### src/rtl/alu_pkg.sv
// Shared definitions for the CPU-Core ALU.
// Contents:
//   ALU_WIDTH  - default datapath width
//   alu_op_e   - 4-bit op codes (codes 1001..1111 are reserved and behave as PASS)
//   FLAG_*     - bit positions of Z/N/C/V inside the 4-bit flags vector {Z,N,C,V}
package alu_pkg;

    localparam int ALU_WIDTH = 16;

    typedef enum logic [3:0] {
        ALU_ADD  = 4'b0000,
        ALU_SUB  = 4'b0001,
        ALU_SHL  = 4'b0010,
        ALU_SHR  = 4'b0011,
        ALU_AND  = 4'b0100,
        ALU_OR   = 4'b0101,
        ALU_XOR  = 4'b0110,
        ALU_CMP  = 4'b0111,
        ALU_PASS = 4'b1000
    } alu_op_e;

    localparam int FLAG_Z = 3;
    localparam int FLAG_N = 2;
    localparam int FLAG_C = 1;
    localparam int FLAG_V = 0;

endpackage

### src/rtl/alu_addsub.sv
// WIDTH-bit adder/subtractor shared by ADD, SUB and CMP.
// Ports:
//   a, b      operands
//   sub       1: compute a-b as a + ~b + 1; 0: compute a+b
//   sum       WIDTH-bit wrapped result
//   carry     carry-out; for subtraction this is 1 when no borrow (a >= b)
//   overflow  signed overflow of the operation
module alu_addsub #(
    parameter int WIDTH = 16
) (
    input  logic [WIDTH-1:0] a,
    input  logic [WIDTH-1:0] b,
    input  logic             sub,
    output logic [WIDTH-1:0] sum,
    output logic             carry,
    output logic             overflow
);

    logic [WIDTH-1:0] b_eff_s;
    logic [WIDTH:0]   total_s;

    // Invert operand B for subtraction and add the carry-in.
    always_comb begin
        if (sub) begin
            b_eff_s = ~b;
        end else begin
            b_eff_s = b;
        end
        total_s = {1'b0, a} + {1'b0, b_eff_s} + {{WIDTH{1'b0}}, sub};
    end

    assign sum      = total_s[WIDTH-1:0];
    assign carry    = total_s[WIDTH];
    // Overflow when both effective operands share a sign that the result lacks.
    assign overflow = (a[WIDTH-1] == b_eff_s[WIDTH-1]) && (total_s[WIDTH-1] != a[WIDTH-1]);

endmodule

### src/rtl/cpu_alu.sv
// 16-bit integer ALU: combinational result mux plus registered Z/N/C/V flags.
// Ports:
//   clk      core clock; flags update on rising edge
//   rst      asynchronous active-high reset; clears flags only
//   in0      operand A
//   in1      operand B, also the full shift amount
//   select   op code (see alu_pkg::alu_op_e)
//   flag_en  1: flags capture this cycle's result on the rising edge
//   out      combinational result
//   flags    registered {Z,N,C,V}
module cpu_alu
    import alu_pkg::*;
#(
    parameter int WIDTH = ALU_WIDTH
) (
    input  logic             clk,
    input  logic             rst,
    input  logic [WIDTH-1:0] in0,
    input  logic [WIDTH-1:0] in1,
    input  logic [3:0]       select,
    input  logic             flag_en,
    output logic [WIDTH-1:0] out,
    output logic [3:0]       flags
);

    localparam int SHW = $clog2(WIDTH);

    logic             sub_s;
    logic [WIDTH-1:0] sum_s;
    logic             add_c_s;
    logic             add_v_s;
    logic [SHW-1:0]   shamt_s;
    logic             in_range_s;
    logic [WIDTH:0]   shl_wide_s;
    logic [WIDTH:0]   shr_wide_s;
    logic [WIDTH-1:0] result_s;
    logic             c_s;
    logic             v_s;
    logic [3:0]       next_flags_s;
    logic [3:0]       flags_r;

    // Adder runs in subtract mode for SUB and CMP.
    always_comb begin
        if ((select == ALU_SUB) || (select == ALU_CMP)) begin
            sub_s = 1'b1;
        end else begin
            sub_s = 1'b0;
        end
    end

    alu_addsub #(.WIDTH(WIDTH)) u_addsub (
        .a        (in0),
        .b        (in1),
        .sub      (sub_s),
        .sum      (sum_s),
        .carry    (add_c_s),
        .overflow (add_v_s)
    );

    // Shifts use one extra bit to catch the last bit shifted out; any amount
    // with bits above the low SHW bits is >= WIDTH and forces result and carry to 0.
    assign shamt_s    = in1[SHW-1:0];
    assign in_range_s = ((in1 >> SHW) == {WIDTH{1'b0}});
    assign shl_wide_s = {1'b0, in0} << shamt_s;
    assign shr_wide_s = {in0, 1'b0} >> shamt_s;

    // Result mux and C/V selection; reserved codes fall through to PASS.
    always_comb begin
        result_s = in1;
        c_s      = 1'b0;
        v_s      = 1'b0;
        case (select)
            ALU_ADD, ALU_SUB, ALU_CMP: begin
                result_s = sum_s;
                c_s      = add_c_s;
                v_s      = add_v_s;
            end
            ALU_SHL: begin
                if (in_range_s) begin
                    result_s = shl_wide_s[WIDTH-1:0];
                    c_s      = shl_wide_s[WIDTH];
                end else begin
                    result_s = {WIDTH{1'b0}};
                    c_s      = 1'b0;
                end
            end
            ALU_SHR: begin
                if (in_range_s) begin
                    result_s = shr_wide_s[WIDTH:1];
                    c_s      = shr_wide_s[0];
                end else begin
                    result_s = {WIDTH{1'b0}};
                    c_s      = 1'b0;
                end
            end
            ALU_AND:  result_s = in0 & in1;
            ALU_OR:   result_s = in0 | in1;
            ALU_XOR:  result_s = in0 ^ in1;
            ALU_PASS: result_s = in1;
            default:  result_s = in1;
        endcase
    end

    // Assemble the flag vector from the current result.
    always_comb begin
        next_flags_s         = 4'b0000;
        next_flags_s[FLAG_Z] = (result_s == {WIDTH{1'b0}});
        next_flags_s[FLAG_N] = result_s[WIDTH-1];
        next_flags_s[FLAG_C] = c_s;
        next_flags_s[FLAG_V] = v_s;
    end

    // Flag register: async clear, capture when enabled, otherwise hold.
    always_ff @(posedge clk or posedge rst) begin
        if (rst) begin
            flags_r <= 4'b0000;
        end else if (flag_en) begin
            flags_r <= next_flags_s;
        end else begin
            flags_r <= flags_r;
        end
    end

    assign out   = result_s;
    assign flags = flags_r;

endmodule

### config.mk
export PLATFORM = sky130hd
export DESIGN_NAME = cpu_alu
export DESIGN_NICKNAME = d
export VERILOG_FILES = /design/src/rtl/alu_pkg.sv /design/src/rtl/alu_addsub.sv /design/src/rtl/cpu_alu.sv
export SDC_FILE = /design/constraint.sdc
export NUM_CORES = 1
export LEC_CHECK = 0
export BUFFER_PORTS_ARGS = -buffer_cell sky130_fd_sc_hd__buf_2
export CORE_AREA = 8 8 96 98
export DETAILED_ROUTE_END_ITERATION = 16
export DIE_AREA = 0 0 104 106
export GPL_TIMING_DRIVEN = 1
export PLACE_DENSITY = 0.82
export SLEW_MARGIN = 10
export SYNTH_ARGS = -nofsm -noshare
export SYNTH_HDL_FRONTEND = slang
export SYNTH_HIERARCHICAL = 1
export SYNTH_SLANG_ARGS = --single-unit
### constraint.sdc
create_clock -name clk -period 4.8 [get_ports clk]
set_input_delay 0 -clock clk [delete_from_list [all_inputs] [get_ports clk]]
set_output_delay 0 -clock clk [all_outputs]
set_load 0.02 [all_outputs]
==> flow_metrics.env <==
export IMPL_critPathMostFrequentCell="xor2_1"
export IMPL_use_met2_pct=48.9
export IMPL_synthTopCellsByArea="mux4_2, ha_1, mux2i_1"
export IMPL_crit_slowest_cell="or4_1"
export IMPL_nets=668
export IMPL_hold_violations=0
export IMPL_yosysWarnings=6
export IMPL_max_freq_mhz=248
export IMPL_critPathMaxFanout=18
export IMPL_r2r_setup_slack_ps=4060
export IMPL_viasPerCell=7.23
export IMPL_skew_ps=0
export IMPL_holdCritPathClass="primary input to register"
export IMPL_critPathLaunch="select[2]"
export IMPL_crit_required_ps=4950
export IMPL_die_area_um2=11000
export IMPL_status="finished clean"
export IMPL_use_met1_pct=38.2
export IMPL_synth_top_area_share_pct=14.9
export IMPL_clk_latency_ps=220
export IMPL_grt_max_degree=61
export IMPL_drtIter0Drc=558
export IMPL_setup_viol=0
export IMPL_cts_root_buf="clkbuf_8"
export IMPL_antenna_found_initial=0
export IMPL_use_met3_pct=4.72
export IMPL_yosysTopAreaCell="mux4_2"
export IMPL_postCtsSetupBuffers=0
export IMPL_final_period_utilization_pct=83.9
export IMPL_synth_cell_types=84
export IMPL_ios=59
export IMPL_cp_slowest_stage_delay_ps=440
export IMPL_vias=4925
export IMPL_route_detailed_drc=0
export IMPL_power_internal_w=0.000332
export IMPL_largest_register_ffs=4
export IMPL_portBuffers=58
export IMPL_worstPathCellList="buf_2 > or2_1 > a211oi_2 > buf_4 > xor2_1 > ha_1 > a21oi_1 > o21ai_0 > o21bai_1 > nand3_1 > xor2_1 > inv_1 > a211o_1 > a41oi_1 > a311o_1 > or3_1 > or4_1 > o22ai_2"
export IMPL_critical_path_cell_count=18
export IMPL_syn_num_nets=645
export IMPL_syn_inst=555
export IMPL_die_x_um=104
export IMPL_synth_avg_cell_area_um2=8.15
export IMPL_grt_pass1_wl_mm=26.8
export IMPL_area_growth_syn_to_layout_pct=7.80
export IMPL_grt_busiest_layer="met2"
export IMPL_drt_total_wl_mm=17.3
export IMPL_crit_family="compound AO/OA/AOI/OAI gates"
export IMPL_timing_rr_end="flags[2]"
export IMPL_end_kind="register"
export IMPL_synth_most_common_cell="ha_1"
export IMPL_core_um2=7850
export IMPL_cp_num_buf_inv=3
export IMPL_track_usage_pct=30.3
export IMPL_maxSlewHeadroom_pct=26.0
export IMPL_dr_pass1_iters=5
export IMPL_ant_nets=0
export IMPL_rows=33
export IMPL_wl_per_cell_um=25.4
export IMPL_p_leak_nw=2.16
export IMPL_cts_sinks=4
export IMPL_crit_end="flags[3]"
export IMPL_fin_setup_tns_ps=0
export IMPL_power_density_nw_per_um2=147
export IMPL_place_gp_congestion=0.977
export IMPL_synth_edf_count=0
export IMPL_synth_common_cells="ha_1, inv_1, nand2_1"
export IMPL_synthFlopType="dfrtp_1"
export IMPL_reg2reg_from="flags[2]"
export IMPL_yosysSeqAreaShare_pct=2.21
export IMPL_async_flop_share_pct=100
export IMPL_cts_resized=0
export IMPL_finalCriticalPeriod_ps=4030
export IMPL_pwr_share_comb_pct=84.3
export IMPL_cp_data_arrival_time_ps=4170
export IMPL_clkPwrFrac_pct=10.4
export IMPL_regArea_um2=100
export IMPL_cts_buffer_depth=2
export IMPL_grt_pass1_vias=4687
export IMPL_grt_setup_unrepaired="no"
export IMPL_p_total_w=0.000716
export IMPL_slew_violations=0
export IMPL_start_kind="primary input"
export IMPL_die_h_um=106
export IMPL_drv_cap=0
export IMPL_antenna_cells=0
export IMPL_seqPwrFrac_pct=5.3
export IMPL_syn_area_um2=4520
export IMPL_dp_hpwl_mm=12.9
export IMPL_cts_tree="yes"
export IMPL_globalRouteOverflowTotal=0
export IMPL_worstMarginPinSlew_ps=1110
export IMPL_drive_above_1_share_pct=23.6
export IMPL_clkTransAtPathRegs_ps=30
export IMPL_multi_input_comb_area_um2=4020
export IMPL_p_switching_w=0.000384
export IMPL_crit_type="primary input to register"
export IMPL_power_switching_share_pct=53.6
export IMPL_floorplan_initialDensity_pct=57.7
export IMPL_cts_max_level=1
export IMPL_ir_drop_v=0.000129
export IMPL_fill_cells=743
export IMPL_ys_ff_latch=4
export IMPL_r2r_cells=1
export IMPL_cts_buffers=3
## power groups by stage
stage / registers [W] / clock network, W / logic, W
after floorplan: 0.0000417 / 0 / 0.000420
after global placement: 0.0000381 / 0 / 0.000580
after detailed placement: 0.0000383 / 0 / 0.000589
after CTS: 0.0000379 / 0.0000747 / 0.000593
after global routing: 0.0000381 / 0.0000769 / 0.000645
final: 0.0000378 / 0.0000745 / 0.000604
## logic make-up after synthesis
group	after synthesis	share of synthesized area, %
buffers and inverters	102	9.57
XOR/XNOR	30	5.81
adder cells (fa/ha/maj)	51	14.3
flip-flops	4	2.21
AND/OR/NAND/NOR	152	19.0
AO/OA/AOI/OAI	145	24.7
multiplexers	71	24.4
## stage by stage
step	hold slack (ps)	area (µm²)	util, %	setup slack, ps	instances
after global routing	91.1	4880	62.2	498	681
after global placement	-111	4830	61.5	731	677
after floorplan	-234	4520	-	505	555
after CTS	75.9	4880	62.2	840	681
after detailed placement	-97.1	4830	61.5	619	677
final	85.9	4880	62.2	774	681
## layout make-up
cell class / instances / area share, %
flip-flops and latches: 4 / 2.05
clock buffers: 3 / 0.847
inverters: 47 / 3.62
well taps: 105 / 2.69
repair buffers: 73 / 8.31
multi-input cells: 449 / 82.5
## worst min-delay path by stage
| stage | startpoint | cells past startpoint | slack [ps] | endpoint |
|---|---|---|---|---|
| after global routing | flag_en | 2 | 90 | flags[1] |
| final | flag_en | 2 | 90 | flags[3] |
| after global placement | rst | 2 | -110 | flags[0] |
| after floorplan | rst | 1 | -230 | flags[0] |
| after detailed placement | rst | 2 | -100 | flags[1] |
| after CTS | flag_en | 2 | 80 | flags[1] |
## layout by cell type (no fill, tap or decap), drive strengths merged, types with 9 or more instances in the layout
cell type,count
buf,72
ha,50
inv,46
nand2,32
mux4,30
mux2i,28
nor2,26
a21oi,23
xor2,21
o21ai,17
nand3,13
mux2,13
o211ai,12
nor2b,10
xnor2,9
## what timing repair did
item / 4_1_cts / 5_1_grt
hold buffers: 1 / 0
endpoints found under the hold margin: 4 / 0
setup endpoints to repair: 0 / 0
## layer usage
metal | vias up | part of all wire, %
met3 | 68 | 9.1
li1 | 2164 | -
met4 | 0 | 5.9
met5 | - | 0
met2 | 324 | 46
met1 | 2369 | 39
(Power assumes the default switching activity.)
